`src/rtl/ovengame_pkg.sv`:
```
// Shared definitions for the "forno" reaction minigame.
package ovengame_pkg;

    // FSM state codes; the numeric values are shown on the debug display.
    typedef enum logic [2:0] {
        ST_IDLE   = 3'd0,
        ST_PREP   = 3'd1,
        ST_ESPERA = 3'd2,
        ST_SHOW   = 3'd3,
        ST_ACERTO = 3'd4,
        ST_ERRO   = 3'd5,
        ST_PROX   = 3'd6,
        ST_FIM    = 3'd7
    } state_t;

    // Feedback taps of the 8-bit Fibonacci LFSR: bits 7, 5, 4, 3.
    localparam logic [7:0] LFSR_TAPS = 8'hB8;

    // Console game-select code for this game (fourth slot of the selector).
    localparam logic [1:0] GAME_FORNO = 2'd3;

    // Target derived from the LFSR low bits; 0 is not a valid target and maps to 7.
    function automatic logic [2:0] alvo_map(input logic [2:0] raw);
        alvo_map = (raw == 3'd0) ? 3'd7 : raw;
    endfunction

    // Button vector that counts as a hit for target t (1..7).
    function automatic logic [6:0] alvo_onehot(input logic [2:0] t);
        alvo_onehot = 7'b1 << (t - 3'd1);
    endfunction

endpackage

```
`src/rtl/ovengame_gerador_alvo.sv`:
```
// Target generator: free-running LFSR plus capture of the next target 1..7.
module ovengame_gerador_alvo
    import ovengame_pkg::*;
#(
    parameter logic [7:0] SEED = 8'hA5
) (
    input  logic       clock,
    input  logic       reset_in,
    input  logic       latch,
    output logic [2:0] alvo
);

    logic [7:0] lfsr;

    // LFSR advances every cycle regardless of game state, so the target depends on timing.
    always_ff @(posedge clock or negedge reset_in) begin
        if (!reset_in) lfsr <= SEED;
        else           lfsr <= {lfsr[6:0], ^(lfsr & LFSR_TAPS)};
    end

    // Capture the target on the last ESPERA cycle; it stays stable through SHOW.
    always_ff @(posedge clock or negedge reset_in) begin
        if (!reset_in)  alvo <= 3'd0;
        else if (latch) alvo <= alvo_map(lfsr[2:0]);
    end

endmodule

```
`src/rtl/ovengame.sv`:
```
// "forno" reaction minigame: responder side of the console start/finish handshake.
module ovengame
    import ovengame_pkg::*;
#(
    parameter int         TIMER_W      = 16,
    parameter int         TIMEOUT_EASY = 1000,
    parameter int         TIMEOUT_HARD = 500,
    parameter int         GAP          = 200,
    parameter int         ROUNDS       = 7,
    parameter logic [7:0] SEED         = 8'hA5
) (
    input  logic       clock,
    input  logic       reset_in,
    input  logic       jogar,
    input  logic       dificuldade,
    input  logic [6:0] botoes,
    output logic [3:0] estado,
    output logic [6:0] jogadas,
    output logic [2:0] leds,
    output logic [2:0] pontuacao,
    output logic       pronto
);

    localparam logic [TIMER_W-1:0] GAP_LAST  = TIMER_W'(GAP - 1);
    localparam logic [TIMER_W-1:0] EASY_LAST = TIMER_W'(TIMEOUT_EASY - 1);
    localparam logic [TIMER_W-1:0] HARD_LAST = TIMER_W'(TIMEOUT_HARD - 1);
    localparam logic [2:0]         RND_LAST  = 3'(ROUNDS);

    state_t             st;
    logic [TIMER_W-1:0] timer;
    logic [TIMER_W-1:0] tmo_last;
    logic [2:0]         rodada;
    logic               dif_q;
    logic [6:0]         b_q, b_prev, borda;
    logic [2:0]         alvo;
    logic               latch;

    assign tmo_last = dif_q ? HARD_LAST : EASY_LAST;
    assign borda    = b_q & ~b_prev;
    // A restart request overrides the ESPERA exit, so no target is captured then.
    assign latch    = (st == ST_ESPERA) && (timer == GAP_LAST) && !jogar;

    // Outputs are pure decodes of registers; nothing reaches them from the inputs directly.
    assign estado = {1'b0, st};
    assign leds   = (st == ST_SHOW) ? alvo : 3'd0;

    ovengame_gerador_alvo #(.SEED(SEED)) u_alvo (
        .clock    (clock),
        .reset_in (reset_in),
        .latch    (latch),
        .alvo     (alvo)
    );

    // Button history for rising-edge detection; buttons held from before SHOW give no edge.
    always_ff @(posedge clock or negedge reset_in) begin
        if (!reset_in) begin
            b_q    <= 7'd0;
            b_prev <= 7'd0;
        end else begin
            b_q    <= botoes;
            b_prev <= b_q;
        end
    end

    // Game FSM with round timer, score and handshake outputs; jogar wins over everything.
    always_ff @(posedge clock or negedge reset_in) begin
        if (!reset_in) begin
            st        <= ST_IDLE;
            timer     <= '0;
            rodada    <= 3'd0;
            dif_q     <= 1'b0;
            jogadas   <= 7'd0;
            pontuacao <= 3'd0;
            pronto    <= 1'b0;
        end else if (jogar) begin
            st        <= ST_PREP;
            timer     <= '0;
            rodada    <= 3'd0;
            dif_q     <= dificuldade;
            jogadas   <= 7'd0;
            pontuacao <= 3'd0;
            pronto    <= 1'b0;
        end else begin
            case (st)
                ST_IDLE: begin
                    st <= ST_IDLE;
                end
                ST_PREP: begin
                    st    <= ST_ESPERA;
                    timer <= '0;
                end
                ST_ESPERA: begin
                    if (timer == GAP_LAST) begin
                        st    <= ST_SHOW;
                        timer <= '0;
                    end else begin
                        timer <= timer + TIMER_W'(1);
                    end
                end
                ST_SHOW: begin
                    // A press on the timeout cycle still counts as a press.
                    if (borda != 7'd0) begin
                        jogadas <= borda;
                        st      <= (borda == alvo_onehot(alvo)) ? ST_ACERTO : ST_ERRO;
                        timer   <= '0;
                    end else if (timer == tmo_last) begin
                        st    <= ST_ERRO;
                        timer <= '0;
                    end else begin
                        timer <= timer + TIMER_W'(1);
                    end
                end
                ST_ACERTO: begin
                    if (pontuacao != 3'd7) pontuacao <= pontuacao + 3'd1;
                    st <= ST_PROX;
                end
                ST_ERRO: begin
                    st <= ST_PROX;
                end
                ST_PROX: begin
                    rodada <= rodada + 3'd1;
                    if (rodada + 3'd1 == RND_LAST) begin
                        st     <= ST_FIM;
                        pronto <= 1'b1;
                    end else begin
                        st      <= ST_ESPERA;
                        jogadas <= 7'd0;
                    end
                end
                ST_FIM: begin
                    st <= ST_FIM;
                end
                default: begin
                    st <= ST_IDLE;
                end
            endcase
        end
    end

endmodule

```
`config.mk`:
```
export PLATFORM = sky130hd
export DESIGN_NAME = ovengame
export DESIGN_NICKNAME = d
export VERILOG_FILES = /design/src/rtl/ovengame_pkg.sv /design/src/rtl/ovengame_gerador_alvo.sv /design/src/rtl/ovengame.sv
export SDC_FILE = /design/constraint.sdc
export NUM_CORES = 1
export LEC_CHECK = 0
export ABC_CLOCK_PERIOD_IN_PS = 1900
export CAP_MARGIN = 20
export CORE_MARGIN = 4
export CORE_UTILIZATION = 51
export CTS_CLUSTER_SIZE = 25
export DETAILED_ROUTE_END_ITERATION = 7
export PLACE_DENSITY = 0.84
export SLEW_MARGIN = 20
export SYNTH_ARGS = -nofsm -noshare
export SYNTH_HDL_FRONTEND = slang
export SYNTH_SLANG_ARGS = --single-unit
```
`constraint.sdc`:
```
create_clock -name clock -period 1.9 [get_ports clock]
set_input_delay 0.19 -clock clock [delete_from_list [all_inputs] [get_ports clock]]
set_output_delay 0.19 -clock clock [all_outputs]
set_load 0.02 [all_outputs]
```
Word level (Yosys, flattened, before mapping)
Cells that the tools add are included.

Add/sub/neg operators: 4. Equal/unequal tests: 16. Shift-type cells: 1. Mux-type cells: 27. Bitwise logic cells: 2. Reductions and logical operators: 18.

Operators with widths (number): two-way mux 16 bit (4); one-hot mux 16 bit (3 select lines) (1); two-way mux 3 bit (12); two-way mux 7 bit (3); one-hot mux 3 bit (7 select lines) (1); adder 16 x 1 -> 16 bit (second input constant) (1); equality test 16 x 10 -> 1 bit (1); equality test 16 x 8 -> 1 bit (second input constant) (1); equality test 3 bit (second input constant) (5); one-hot mux 7 bit (2 select lines) (1); two-way mux 10 bit (1); nonzero test 2 bit (4); parity 8 bit (1); AND 7 bit (1); equality test 7 bit (1); NOT 7 bit (1); nonzero test 7 bit (1); << shifter 1 x 3 -> 7 bit (first input constant) (1); adder 3 x 1 -> 3 bit (second input constant) (2); equality test 3 x 2 -> 1 bit (second input constant) (2); zero test 3 bit (2); inequality test 3 x 2 -> 1 bit (second input constant) (2); inequality test 3 bit (second input constant) (2); AND reduction 2 bit (3); other kinds (10) (14).

Bits in registers: 59. Input port bits: 11. Output and inout port bits: 18. Word-level logic and storage cells: 79.

Longest topological paths before layout
Gate-level depths: netlist of the first run.

Word-level depth: 7. Depth in mapped cells: 8. Depth with buffers taken out: 6.

Cells and area by module
A second synthesis of the first run with hierarchy kept.

Cell total of the unflattened synthesis: 271. Area, all modules: 2859.0 µm².

Modules (own cells, without submodules): ovengame (instances 1, cells each 248, area each 2496.1 µm², seq. area each 1201.2 µm²); ovengame_gerador_alvo (instances 1, cells each 23, area each 362.8 µm², seq. area each 280.3 µm²).

Least setup slack after synthesis of the first run
Ideal clock, no wire load.

Path type: reg2reg. Start point: register st[0]. End point: register timer[2]. Library setup time: 0.131 ns. Arrival: 1.641 ns. Data required time: 1.769 ns. Path slack: 0.128 ns. Cell stages (with the launch flop): 8. Path buffers: 2. Clock period less this slack: 1.772 ns. Cell sequence: dfrtp_1 buf_2 nor4_1 nand4_1 nor2b_1 buf_6 a41oi_1 o22ai_2.

Longest elaborated chain between the ends: 3. Elaborated cells between the ends (all ways): 6. Those cells by class: eq/ne: 3; mux: 2; reduce/logical: 1.

RTL lines: start: declaration (line ovengame.sv:29) `state_t st;`; start signal: assignment (line ovengame.sv:104) `st <= (borda == alvo_onehot(alvo)) ? ST_ACERTO : ST_ERRO;`; equality test 3 x 2 -> 1 bit or equality test 3 x 1 -> 1 bit (tied branches) (line ovengame.sv:84) `case (st)`; one-hot mux 16 bit (3 select lines) (line ovengame.sv:84); two-way mux 16 bit (line ovengame.sv:75) `end else if (jogar) begin`; end signal: assignment (line ovengame.sv:97) `timer <= timer + TIMER_W'(1);`; end signal: assignment (line ovengame.sv:110) `timer <= timer + TIMER_W'(1);`; end: declaration (line ovengame.sv:30) `logic [TIMER_W-1:0] timer;`.

Several ways; a longest one is shown, not always the timed one. A chain may end at the register's enable or synchronous reset.

Worst setup path after layout of the first run
Start point: register st[0]. End point: output port leds[0].

Longest elaborated chain between the ends: 2.

RTL lines: equality test 3 x 2 -> 1 bit (line ovengame.sv:45) `assign leds = (st == ST_SHOW) ? alvo : 3'd0;`; two-way mux 3 bit (line ovengame.sv:45); end: declaration (line ovengame.sv:19) `output logic [2:0] leds,`.

Every way passes these cells.

==> results of run 1 <==
layout make-up:
type	instances	area [um2]	area share, %
multi-input combinational	208	1330	36.5
clock inverter	5	85.1	2.34
sequential	59	1480	40.7
tap	72	90.1	2.47
inverter	7	26.3	0.721
timing repair buffer	54	479	13.2
clock buffer	11	151	4.16
logic make-up after synthesis:
family / synth area share [%]
fa+ha+maj: 2.17
simple gates: 24.3
xor+xnor: 4.24
compound gates: 12.6
flops: 51.3
other cells: 0.130
buf+inv: 3.90
mux: 1.43
flip-flops by register name, summed over array words and instances, names as in the netlist, 3 cells and up:
| name | flops |
|---|---|
| u_alvo.alvo | 3 |
| b_q | 7 |
| jogadas | 7 |
| timer | 16 |
| pontuacao | 3 |
| rodada | 3 |
| st | 3 |
| b_prev | 7 |
| u_alvo.lfsr | 8 |
worst max-delay path, delay by kind of cell, from the launching register on:
family                 cells  cell delay [ps]
DFF                        1              490
buffers and inverters      1              330
and+or+nand+nor            3              490
per-layer routing:
metal  track usage [%]  share of wire, %
met5                 0                 0
met4              9.66               1.8
met3              4.76               6.7
met2              29.2                48
met1              25.0                43
where the power goes:
group | internal [uW] | total, uW | switching [uW]
sequential | 1300 | 1340 | 39.0
clock | 814 | 1310 | 496
combinational | 169 | 414 | 245
cells in the mapped netlist (6+ instances only):
master / n
xor2_1: 7
nand4_1: 10
a21oi_1: 10
nand2_1: 33
o21ai_0: 6
nand2b_1: 9
o41ai_1: 7
dfrtp_1: 55
o21ai_1: 11
inv_1: 7
xnor2_1: 7
buf_2: 9
nor2_1: 26
nand3_1: 16
final timing paths:
path / slack, ps / start / endpoint
min in group asynchronous: 310 / reset_in / jogadas[1]
worst max register to register: 90 / timer[0] / timer[6]
worst min-delay path: 290 / botoes[1] / b_q[1]
max in group asynchronous: 1020 / reset_in / timer[1]
worst min register to register: 360 / u_alvo.lfsr[6] / u_alvo.lfsr[7]
worst max-delay path: 70 / st[0] / leds[0]
repair_timing:
item / CTS / global route
endpoints found under the hold margin: 11 / 0
hold buffers: 1 / 0
endpoints found under the setup margin: 22 / 11
resized for setup: 6 / 4
cloned: 0 / 0
per-stage QoR:
stage                     total power, uW  hold slack, ps  cells  worst slack, ps  setup TNS, ps
final                                3060             287    416             68.1              0
after detailed placement             1760             137    399             -206          -2310
after CTS                            3080             273    416             52.7              0
after floorplan                      1580            -106    289              128              0
after global placement               1750             127    399             -140          -1660
after global routing                 3200             266    416             6.81              0
==> qor.txt, run 1 <==
status: completed
first-pass GRT wire length: 10.6 mm
Final Hold Viols: 0
Post-Route Skew: 5.81 ps
cells along the critical path: nand2_1, nor2_1, and2_1, dlygate4sd2_1
CTS root buffer: clkbuf_8
maximum clock insertion buffer count: 2
leakage: 0.00153 uW
num rows: 27
RD Place Congestion: 0.916
grt total ovfl: 0
via count: 2398
Max Cap Viol: 0
most frequent cells in the layout: dfrtp_1, nand2_1, buf_4
DR DRC count: 0
top cell type by total area after synthesis: dfrtp_1
sequential area share after synthesis: 51.3%
I/O pin total: 29
TritonCTS clock tree: done
min-delay worst type: input pin to flop
post-route minimum period: 1830 ps
drt total wl: 6.39 mm
dpl hpwl: 4.52 mm
CP max stage delay: 490 ps
number of global-route vias before repair: 2267
cts bufs inserted: 9
die area: 6930 um2
Slew Limit Fails: 0
fin nets: 355
cell depth of the worst hold path: 1
clk sinks: 59
WS Path Type: flop to primary output
Finished Cell Area: 3640 um2
crit path max fanout: 6
top cell type's share of synthesized area: 47.6%
Post-synth ARST share: 100%
Layout area overhead: 26.1%
Slew @ Worst Pin: 634 ps
Worst R2R Path Depth: 6
RSZ-0062 raised after global routing: no
VDD IR max: 0.541 mV
gr usage total: 19.1%
die height: 83.3 um
Synth area leaders: dfrtp_1, nand2_1, dfstp_2
Tcrit/Tclk final: 96.4%
cell with the largest stage delay on the worst path: dfrtp_1
htree depth: 3
routed vias/inst: 5.76
Filler Cell Count: 420
layout cells sized above 1: 18.3%
Post-synth EDFFs: 0
1st-pass router iterations: 4
Starting Density: 52.5%
Skew-Pair Late Insertion Delay: 330 ps
# setup viols final: 0
Worst setup EP type: primary output
most common cell after layout, fill and taps aside: dfrtp_1
Detail Route Antenna Nets: 0
power per cell area: 840 nW/um2
post-synthesis cell type count: 49
Seq cells post-synth: 59
Startpoint Class: flop
Iteration-0 DRC Markers: 232
Mapped Nets: 305
IO buf count: 27
routed len/inst: 15.4 um
post-CTS setup buffer count: 0
Final Util: 66.1%
fmax: 546 MHz
initial antenna violation count: 0
Clock transition at path regs: 70 ps
Syn Std Cell Area: 2890 um2
Avg Inst Size Synth: 10.0 um2
largest net degree at the start of global routing: 27
Worst Path Arrival: 1640 ps
WP data required: 1710 ps
slew margin rel.: 57.7%
DP Area: 3370 um2
Post-Syn Instances: 289
Synth Flop Type: dfrtp_1
ant diodes: 0
Die W: 83.3 um
core area: 5510 um2
Synth Warn #: 0
Note: power is estimated with default switching activity, not from simulation.
==> run 2: changes to the inputs <==
--- a/config.mk
+++ b/config.mk
@@ -12,6 +12,7 @@
 export CTS_CLUSTER_SIZE = 25
 export DETAILED_ROUTE_END_ITERATION = 7
 export PLACE_DENSITY = 0.84
+export SKIP_LAST_GASP = 1
 export SLEW_MARGIN = 20
 export SYNTH_ARGS = -nofsm -noshare
 export SYNTH_HDL_FRONTEND = slang
==> run 2 against run 1 <==
Compared with the run above:
- combinational power is essentially flat
- critical endpoint unchanged
- worst hold slack lost 2.7 ps
- sequential share of layout area increased by 0.084 points
- sequential power is essentially flat
- die area unchanged
- register-to-register slack lost 20 ps
- largest power group unchanged
==> qor.txt, run 2 (synthesis gave the netlist of run 1 again) <==
via count: 2416 (was 2398)
crit-path leading delay family: flip-flops (unchanged)
initial antenna violation count: 0 (unchanged)
ant diodes: 0 (unchanged)
Detail Route Antenna Nets: 0 (unchanged)
Iteration-0 DRC Markers: 194 (was 232)
gr usage total: 19.1% (unchanged)
min-delay worst type: input pin to flop (unchanged)
routed vias/inst: 5.81 (was 5.76)
num rows: 27 (unchanged)
cell with the largest stage delay on the worst path: dfrtp_1 (unchanged)
Filler Cell Count: 421 (was 420)
power per cell area: 842 nW/um2 (was 840 nW/um2)
1st-pass router iterations: 5 (was 4)
Worst setup EP type: primary output (unchanged)
die height: 83.3 um (unchanged)
Clock transition at path regs: 70 ps (about the same)
first-pass GRT wire length: 10.6 mm (unchanged)
layout cells sized above 1: 17.7% (was 18.3%)
Max Cap Viol: 0 (unchanged)
number of flip-flops in the largest register: 16 (unchanged)
Startpoint Class: flop (unchanged)
Setup WS pre-CTS: -206 ps (unchanged)
Die W: 83.3 um (unchanged)
Layout area overhead: 25.8% (was 26.1%)
IO buf count: 27 (unchanged)
fin nets: 355 (unchanged)
Worst Path Arrival: 1660 ps (was 1640 ps)
Slew @ Worst Pin: 633 ps (was 634 ps)
RD Place Congestion: 0.916 (unchanged)
drt total wl: 6.44 mm (was 6.39 mm)
CP max stage delay: 490 ps (about the same)
TritonCTS clock tree: done (unchanged)
register with the most flip-flops: timer (unchanged)
I/O pin total: 29 (unchanged)
VDD IR max: 0.541 mV (about the same)
DR DRC count: 0 (unchanged)
cts bufs inserted: 9 (unchanged)
htree depth: 3 (unchanged)
Starting Density: 52.5% (unchanged)
routed len/inst: 15.5 um (was 15.4 um)
fmax: 542 MHz (was 546 MHz)
cells along the critical path: nand2_1, nor2_1, and2_1, dlygate4sd2_1 (unchanged)
clk sinks: 59 (unchanged)
largest net degree at the start of global routing: 27 (unchanged)
most common cell after layout, fill and taps aside: dfrtp_1 (unchanged)
WS Path Type: flop to primary output (unchanged)
WP data required: 1710 ps (about the same)
die area: 6930 um2 (unchanged)
maximum clock insertion buffer count: 2 (unchanged)
RSZ-0062 raised after global routing: yes (was no)
CTS root buffer: clkbuf_8 (unchanged)
Final Hold Viols: 0 (unchanged)
Hold WS: 285 ps (was 287 ps)
number of global-route vias before repair: 2267 (unchanged)
Tcrit/Tclk final: 97.2% (was 96.4%)
CP bufs+invs: 1 (unchanged)
Slew Limit Fails: 0 (unchanged)
post-route minimum period: 1850 ps (was 1830 ps)
# setup viols final: 0 (unchanged)
grt total ovfl: 0 (unchanged)
core area: 5510 um2 (unchanged)
Skew-Pair Late Insertion Delay: 340 ps (was 330 ps)
crit path max fanout: 6 (unchanged)
status: completed (unchanged)
largest registers: timer x16, u_alvo.lfsr x8 (unchanged)
Setup WS post-layout: 53.7 ps (was 68.1 ps)
dpl hpwl: 4.52 mm (unchanged)
leakage: 0.00153 uW (about the same)
slew margin rel.: 57.8% (was 57.7%)
Post-Route Skew: 5.80 ps (was 5.81 ps)
most frequent cells in the layout: dfrtp_1, nand2_1, nor2_1, buf_4, clkdlybuf4s50_1 (was dfrtp_1, nand2_1, buf_4)
[run 2: cell counts in the layout (fill, tap and decap cells not counted)]
No cell type changed its count.
[run 2: through the flow]
stage                     setup TNS [ps]  area (um2)  total power (uW)  cells  util, %
after global placement             -1660        3370              1750    399     61.1
after detailed placement           -2310        3370              1760    399     61.1
after CTS                              0        3620              3080    416     65.8
final                                  0        3630              3060    416     66.0
after floorplan                        0        2890              1580    289        -
after global routing                -104        3630              3190    416     66.0
[run 2: path summary, 6_finish.rpt]
path / from / to / slack, ps / depth (start not counted)
setup / recovery: st[0] / leds[0] / 50 / 4
hold / removal: botoes[1] / b_q[1] / 280 / 1
setup reg to reg: timer[1] / st[0] / 70 / 7
hold reg to reg: u_alvo.lfsr[6] / u_alvo.lfsr[7] / 360 / 0
max in group asynchronous: reset_in / timer[1] / 1020 / 3
min in group asynchronous: reset_in / jogadas[1] / 310 / 2
[run 2: timing repair]
action,4_1_cts,5_1_grt
setup buffers,0,0
gates resized for setup,6,2
endpoints found under the hold margin,11,0
hold buffers,1,0
endpoints found under the setup margin,22,11
pin swaps,0,0
[run 2: power by group]
part | total (uW) | switching [uW] | internal (uW)
Sequential | 1330 | 38.7 | 1300
Combinational | 413 | 245 | 168
Clock | 1310 | 500 | 814
Total | 3060 | 784 | 2280
[run 2: cell type report]
class / count / area (um2) / area share [%]
well taps: 72 / 90.1 / 2.48
flip-flops and latches: 59 / 1480 / 40.8
multi-input cells: 208 / 1320 / 36.4
clock buffers: 11 / 151 / 4.17
repair buffers: 54 / 479 / 13.2
clock inverters: 5 / 85.1 / 2.34
inverters: 7 / 26.3 / 0.723
[run 2: layer usage]
layer  GRT usage (%)  up-vias  routed length (um)
met4            9.66        0                 116
met3            4.76       11                 391
li1                -     1135                   -
met5               0        -                   0
met1            25.0     1172                2840
met2            29.2       98                3090
